--- src/rtl/chroma_quad_demod.sv ---
// Quadrature demodulator for the composite chroma path.
// Aligns the sample stream to the cordic rotator output, mixes it with
// cos/sin, and integrates-and-dumps over 2^AVG_LOG2 valid samples to give
// one decimated, clamped I/Q pair per block.
module chroma_quad_demod #(
    parameter int DATA_WIDTH = 12,
    parameter int STAGES     = 12,
    parameter int FRAC_BITS  = 10,
    parameter int AVG_LOG2   = 4,
    parameter int OUT_WIDTH  = 12
) (
    input  logic                         clk,
    input  logic                         rst,
    input  logic signed [DATA_WIDTH-1:0] sample_in,
    input  logic                         sample_valid,
    input  logic                         sample_first,
    input  logic signed [DATA_WIDTH-1:0] sin_in,
    input  logic signed [DATA_WIDTH-1:0] cos_in,
    output logic signed [OUT_WIDTH-1:0]  out_i,
    output logic signed [OUT_WIDTH-1:0]  out_q,
    output logic                         out_valid,
    output logic                         out_sat
);

    localparam int PW = 2 * DATA_WIDTH;
    localparam int AW = PW + AVG_LOG2;
    localparam int CW = AVG_LOG2 + 1;
    localparam int SH = AVG_LOG2 + FRAC_BITS;
    localparam logic [CW-1:0] BLOCK_N = CW'(1 << AVG_LOG2);

    localparam logic signed [AW-1:0] SUM_MAX = {{(AW-OUT_WIDTH+1){1'b0}}, {(OUT_WIDTH-1){1'b1}}};
    localparam logic signed [AW-1:0] SUM_MIN = {{(AW-OUT_WIDTH+1){1'b1}}, {(OUT_WIDTH-1){1'b0}}};
    localparam logic signed [OUT_WIDTH-1:0] OUT_MAX = {1'b0, {(OUT_WIDTH-1){1'b1}}};
    localparam logic signed [OUT_WIDTH-1:0] OUT_MIN = {1'b1, {(OUT_WIDTH-1){1'b0}}};

    // delay line
    logic signed [DATA_WIDTH-1:0] dl_s [STAGES];
    logic [STAGES-1:0]            dl_v;
    logic [STAGES-1:0]            dl_f;

    // mixer stage
    logic                 m_v, m_f;
    logic signed [PW-1:0] m_pi, m_pq;
    logic signed [PW-1:0] prod_i, prod_q;

    // accumulate stage
    logic signed [AW-1:0] acc_i, acc_q;
    logic [CW-1:0]        count;
    logic signed [AW-1:0] ext_i, ext_q, tot_i, tot_q;
    logic [CW-1:0]        cnt_next;
    logic                 d_v;
    logic signed [AW-1:0] d_sum_i, d_sum_q;

    // output stage
    logic signed [AW-1:0]        sh_i, sh_q;
    logic                        sat_i, sat_q;
    logic signed [OUT_WIDTH-1:0] cl_i, cl_q;

    // Delay valid/first flags by the rotator latency; cleared on reset.
    always_ff @(posedge clk) begin
        if (rst) begin
            dl_v <= '0;
            dl_f <= '0;
        end else begin
            dl_v[0] <= sample_valid;
            dl_f[0] <= sample_first;
            for (int unsigned i = 1; i < STAGES; i++) begin
                dl_v[i] <= dl_v[i-1];
                dl_f[i] <= dl_f[i-1];
            end
        end
    end

    // Delay sample data alongside the flags (no reset needed on data).
    always_ff @(posedge clk) begin
        dl_s[0] <= sample_in;
        for (int unsigned i = 1; i < STAGES; i++) begin
            dl_s[i] <= dl_s[i-1];
        end
    end

    // Full-precision products of the aligned sample with cos/sin.
    always_comb begin
        prod_i = PW'(dl_s[STAGES-1]) * PW'(cos_in);
        prod_q = PW'(dl_s[STAGES-1]) * PW'(sin_in);
    end

    // Mixer register.
    always_ff @(posedge clk) begin
        if (rst) begin
            m_v  <= 1'b0;
            m_f  <= 1'b0;
            m_pi <= '0;
            m_pq <= '0;
        end else begin
            m_v  <= dl_v[STAGES-1];
            m_f  <= dl_f[STAGES-1];
            m_pi <= prod_i;
            m_pq <= prod_q;
        end
    end

    // Next accumulator value: a first-flagged product restarts the block.
    always_comb begin
        ext_i    = AW'(m_pi);
        ext_q    = AW'(m_pq);
        tot_i    = (m_f ? '0 : acc_i) + ext_i;
        tot_q    = (m_f ? '0 : acc_q) + ext_q;
        cnt_next = m_f ? CW'(1) : count + CW'(1);
    end

    // Integrate valid products; hand the block sum to the output stage on the Nth.
    always_ff @(posedge clk) begin
        if (rst) begin
            acc_i   <= '0;
            acc_q   <= '0;
            count   <= '0;
            d_v     <= 1'b0;
            d_sum_i <= '0;
            d_sum_q <= '0;
        end else begin
            d_v <= 1'b0;
            if (m_v) begin
                if (cnt_next == BLOCK_N) begin
                    d_v     <= 1'b1;
                    d_sum_i <= tot_i;
                    d_sum_q <= tot_q;
                    acc_i   <= '0;
                    acc_q   <= '0;
                    count   <= '0;
                end else begin
                    acc_i <= tot_i;
                    acc_q <= tot_q;
                    count <= cnt_next;
                end
            end
        end
    end

    // Scale the block sum (floor shift) and clamp to the output range.
    always_comb begin
        sh_i  = d_sum_i >>> SH;
        sh_q  = d_sum_q >>> SH;
        sat_i = (sh_i > SUM_MAX) || (sh_i < SUM_MIN);
        sat_q = (sh_q > SUM_MAX) || (sh_q < SUM_MIN);
        cl_i  = sat_i ? (sh_i[AW-1] ? OUT_MIN : OUT_MAX) : sh_i[OUT_WIDTH-1:0];
        cl_q  = sat_q ? (sh_q[AW-1] ? OUT_MIN : OUT_MAX) : sh_q[OUT_WIDTH-1:0];
    end

    // Output register: values hold between one-cycle valid pulses.
    always_ff @(posedge clk) begin
        if (rst) begin
            out_i     <= '0;
            out_q     <= '0;
            out_valid <= 1'b0;
            out_sat   <= 1'b0;
        end else begin
            out_valid <= d_v;
            if (d_v) begin
                out_i   <= cl_i;
                out_q   <= cl_q;
                out_sat <= sat_i | sat_q;
            end
        end
    end

endmodule

--- config.mk ---
export PLATFORM = sky130hd
export DESIGN_NAME = chroma_quad_demod
export DESIGN_NICKNAME = d
export VERILOG_FILES = /design/src/rtl/chroma_quad_demod.sv
export SDC_FILE = /design/constraint.sdc
export NUM_CORES = 1
export LEC_CHECK = 0
export CORE_ASPECT_RATIO = 0.7
export CORE_UTILIZATION = 45
export DETAILED_ROUTE_END_ITERATION = 7
export GPL_TIMING_DRIVEN = 0
export SKIP_LAST_GASP = 1
export SLEW_MARGIN = 10
export SYNTH_ARGS = -nofsm -noshare
export SYNTH_HDL_FRONTEND = slang
export SYNTH_SLANG_ARGS = --single-unit
--- constraint.sdc ---
create_clock -name clk -period 6.1 [get_ports clk]
set_input_delay 0.61 -clock clk [delete_from_list [all_inputs] [get_ports clk]]
set_output_delay 0.61 -clock clk [all_outputs]
set_load 0.005 [all_outputs]
==> summary.md <==
| Metric | Value |
|---|---|
| Ys flop type | dfxtp_1 |
| Arrival @ worst endpoint | around 6.3 ns |
| Cell Rows | 68 |
| CP Launch Type | input pin |
| CTS buffer count | 35 |
| Worst hold slack | approximately 0.32 ns |
| Cell Int Power | roughly 0.007 W |
| Sw Pwr | between 0.005 and 0.006 W |
| Hold buffer count at CTS | 0 |
| Util after Layout | 51.7% |
| Setup crit end kind | register |
| Unrepaired setup endpoints after global routing | no |
| Max VDD drop | 0.439 mV |
| Combinational family with the most area after synthesis | adder cells |
| CP required | roughly 6.5 ns |
| Logic pwr share | between 60% and 70% |
| Area Overhead vs Synth | 12.6% |
| Syn Inst Count | between 2k and 2.5k |
| Routed Antenna Nets | 0 |
| FFs w/ async S/R, synth | 0% |
| IO buf count | 64 |
| 1st-pass router iterations | 7 |
| Register area share after synthesis | between 20 and 30% |
| Distinct cells, synth | between 80 and 90 |
| Core area | a little under 50,000 sq um |
| Fin worst setup slack | 0.160 ns |
| Xor/xnor share of the synthesized area | ~3.3% |
| Fin area | about 26,000 sq um |
| Min Tclk post-route | just under 6 ns |
| Max-Cap Viols | 0 |
| Clk_lat worst skew | ~0.55 ns |
| Largest cells by area after synthesis | dfxtp_1 29%, fa_1 24%, ha_1 8.6%, inv_1 6.0%, nand2_1 4.5% |
| Final setup violating endpoints | 0 |
| Hold Vio Cnt, Final | 0 |
| Synth Area in Simple Gates | between 10% and 20% |
| Highest Clock Rate | ~0.17 GHz |
| Compound-gate portion of the synthesized area | 10.0% |
| DP Area | about 24,000 sq um |
| Die W | 271 um |
| Area share of the largest cell type after synthesis | just under 30% |
| Leakage | roughly 12 nW |
| WL/cell | roughly 18 um |
| Post-synth top area cell | dfxtp_1 |
| HPWL Detailed | 45,700 um |
| Fillcell total | 4,558 |
| Avg Inst Size Synth | slightly above 9 sq um |
| First-iteration detailed-routing DRC count | 1,311 |
| Vias in the first global route | 17.1k |
| Global-route wire length before repair | a little over 90,000 um |
| Mux share of post-synthesis cell area | less than 1% |
| PD cells | roughly 470 nW/um^2 |
| GR Overflow Total | 0 |
| Clock root cell | clkbuf_16 |
| Mapped Area | about 23,000 sq um |
| Starting density of the core | 45.9% |
| H-tree Lvls | 2 |
| CTS sink cnt | ~330 |
| Power share of the clock group | a little under a fifth |
| Final WL | ~57,000 um |
| Maximum root-to-sink buffer count | 3 |
| Number of max-slew violations in the final report | 0 |
| Worst-margin pin slew | about 1.0 ns |
| DR vias | roughly 17k |
| Worst-path clk slew | around 0.060 ns |
| Largest net degree at the start of global routing | 16 |
| # IOs | 66 |
| Synth Warn # | 0 |
| #FFs+latches synth | roughly 330 |
| Die Ht | roughly 190 um |
| Initial antenna violation count | 0 |
| RD Place Congestion | between 0.9 and 1 |
| Status | finished clean |
| Syn_nets | between 2k and 3k |
| Setup TNS | 0 ns |
| CP max FO | 10 |
| HP Class | reg -> reg |
| Gr usage total | 22.9% |
| DRC | 0 |
| Sequential power share | a little over 20% |
| Die area | about 52,000 sq um |
| CTS tree | done |
| Slew Limit Headroom | between 30% and 40% |
| Period utilization | between 90% and 100% |
| Nets | ~3.0k |
| Switching part of the total | between 40% and 50% |
| Crit Path Category | in -> reg |
| Setup Slack @ Placement | -0.919 ns |
| Post-Synth Adder-Cell Area | between 30% and 40% |
| Post-synth EDFFs | 0 |
| Post-DR vias/cell | 5.16 |
| Share of cells above drive strength 1 | just under 6% |
| Layout Skew | between 0.02 and 0.025 ns |
-- metal layers --
| layer | vias to the layer above | GRT usage [%] | routed length (um) |
|---|---|---|---|
| li1 | 7928 | - | - |
| met1 | 8126 | 34.4 | 28400 |
| met2 | 522 | 33.0 | 22800 |
| met3 | 71 | 5.26 | 4530 |
| met4 | 0 | 5.37 | 1100 |
| met5 | - | 0 | 0 |
-- worst paths after layout --
| check | startpoint | to | slack, ns | depth (start not counted) |
|---|---|---|---|---|
| min reg2reg | dl_s[1][44] | dl_s[2][8] | 0.32 | 0 |
| min | dl_s[1][44] | dl_s[2][8] | 0.32 | 0 |
| max | sin_in[6] | m_pq[23] | 0.16 | 19 |
| max reg2reg | dl_s[2][44] | m_pq[23] | 0.20 | 18 |
-- synthesized netlist by cell type (38+ instances only) --
master and instances:
o21ai_0 56, nor2b_1 104, xnor2_1 65, and2_1 88, fa_1 278, clkbuf_1 94
ha_1 157, nand2_1 274, a21o_1 38, dfxtp_1 334, a21oi_1 120, nor3_1 39
inv_1 363, nor2_1 142
-- critical path: stages --
cell and delay, ns:
clkdlybuf4s50_1 0.58, buf_4 0.23, nand2_1 0.09, fa_1 0.54, inv_1 0.06, fa_1 0.62
fa_1 0.47, fa_1 0.49, inv_1 0.05, fa_1 0.47, inv_1 0.04, ha_1 0.34
a21o_1 0.20, a21oi_1 0.20, or3b_2 0.45, or3_1 0.39, a41oi_4 0.24, xnor2_2 0.20
nor2_1 0.07
-- registers in the layout, summed over array words and instances, names as in the netlist, 12 cells and up --
name and cells:
dl_f 12, acc_i 28, m_pq 24, dl_v 12, m_pi 24, d_sum_q 14, dl_s 144, d_sum_i 14
out_i 12, acc_q 28, out_q 12
-- stage by stage --
step | power [W] | cells
CTS | 0.0122 | 3226
finish | 0.0122 | 3226
floorplan | 0.00794 | 2435
detailed placement | 0.00986 | 3164
global route | 0.0134 | 3225
global placement | 0.00970 | 3164
-- cells by family (layout without fill, tap and decap cells) --
family / Yosys count / in the layout
and+or+nand+nor: 758 / 758
muxes: 4 / 4
other: 0 / 1
DFF: 334 / 334
xor gates and xnor gates: 87 / 87
AOI/OAI and AO/OA: 345 / 345
adders and majority gates: 435 / 435
buffers and inverters: 472 / 597
-- power by group through the flow --
stage	registers (W)	logic, W	clock network (W)
floorplan	0.00249	0.00545	0
global placement	0.00254	0.00716	0
detailed placement	0.00254	0.00732	0
CTS	0.00249	0.00740	0.00234
global route	0.00250	0.00846	0.00244
finish	0.00249	0.00741	0.00227
-- cells in the final DEF (no fill, tap or decap), types with 6 or more instances in the layout --
master,netlist,final
and3_1,7,7
nand2b_1,16,16
a211o_1,7,7
or3_1,14,14
a211oi_1,8,8
nor3_1,39,39
nand3_1,30,30
clkbuf_4,0,10
clkbuf_16,0,36
a22o_1,14,14
inv_1,363,363
nand2_1,274,274
a31oi_1,11,11
a21o_1,38,38
o21a_1,7,7
a21oi_1,120,119
fa_1,278,277
a22oi_1,18,18
nand4_1,7,7
or2_2,6,6
and2_1,88,88
nor2b_1,104,104
xor2_1,22,22
nor2_1,142,142
clkbuf_2,0,24
o21ai_0,56,56
clkbuf_1,94,55
nand3b_1,8,8
clkdlybuf4s50_1,0,59
buf_2,7,9
o21bai_1,10,10
xnor2_1,65,64
clkbuf_8,0,8
dfxtp_1,334,334
o31ai_1,6,6
ha_1,157,155
-- what timing repair did --
action | CTS | global route
setup buffers | 0 | 0
pin swaps | 1 | 3
resized for setup | 27 | 88
gates cloned | 0 | 0
endpoints found under the setup margin | 5 | 7
-- cell type report --
cell class	instances	area [sq um]	share of cell area, %
timing repair buffer	64	653	2.55
buffer	106	503	1.96
tap	665	832	3.24
antenna	1	2.50	0.00975
clock inverter	15	216	0.844
multi-input combinational	1629	14400	56.0
sequential	334	6690	26.1
inverter	365	1370	5.35
clock buffer	47	1020	3.98
No activity file was read; power rests on OpenSTA's default activity.
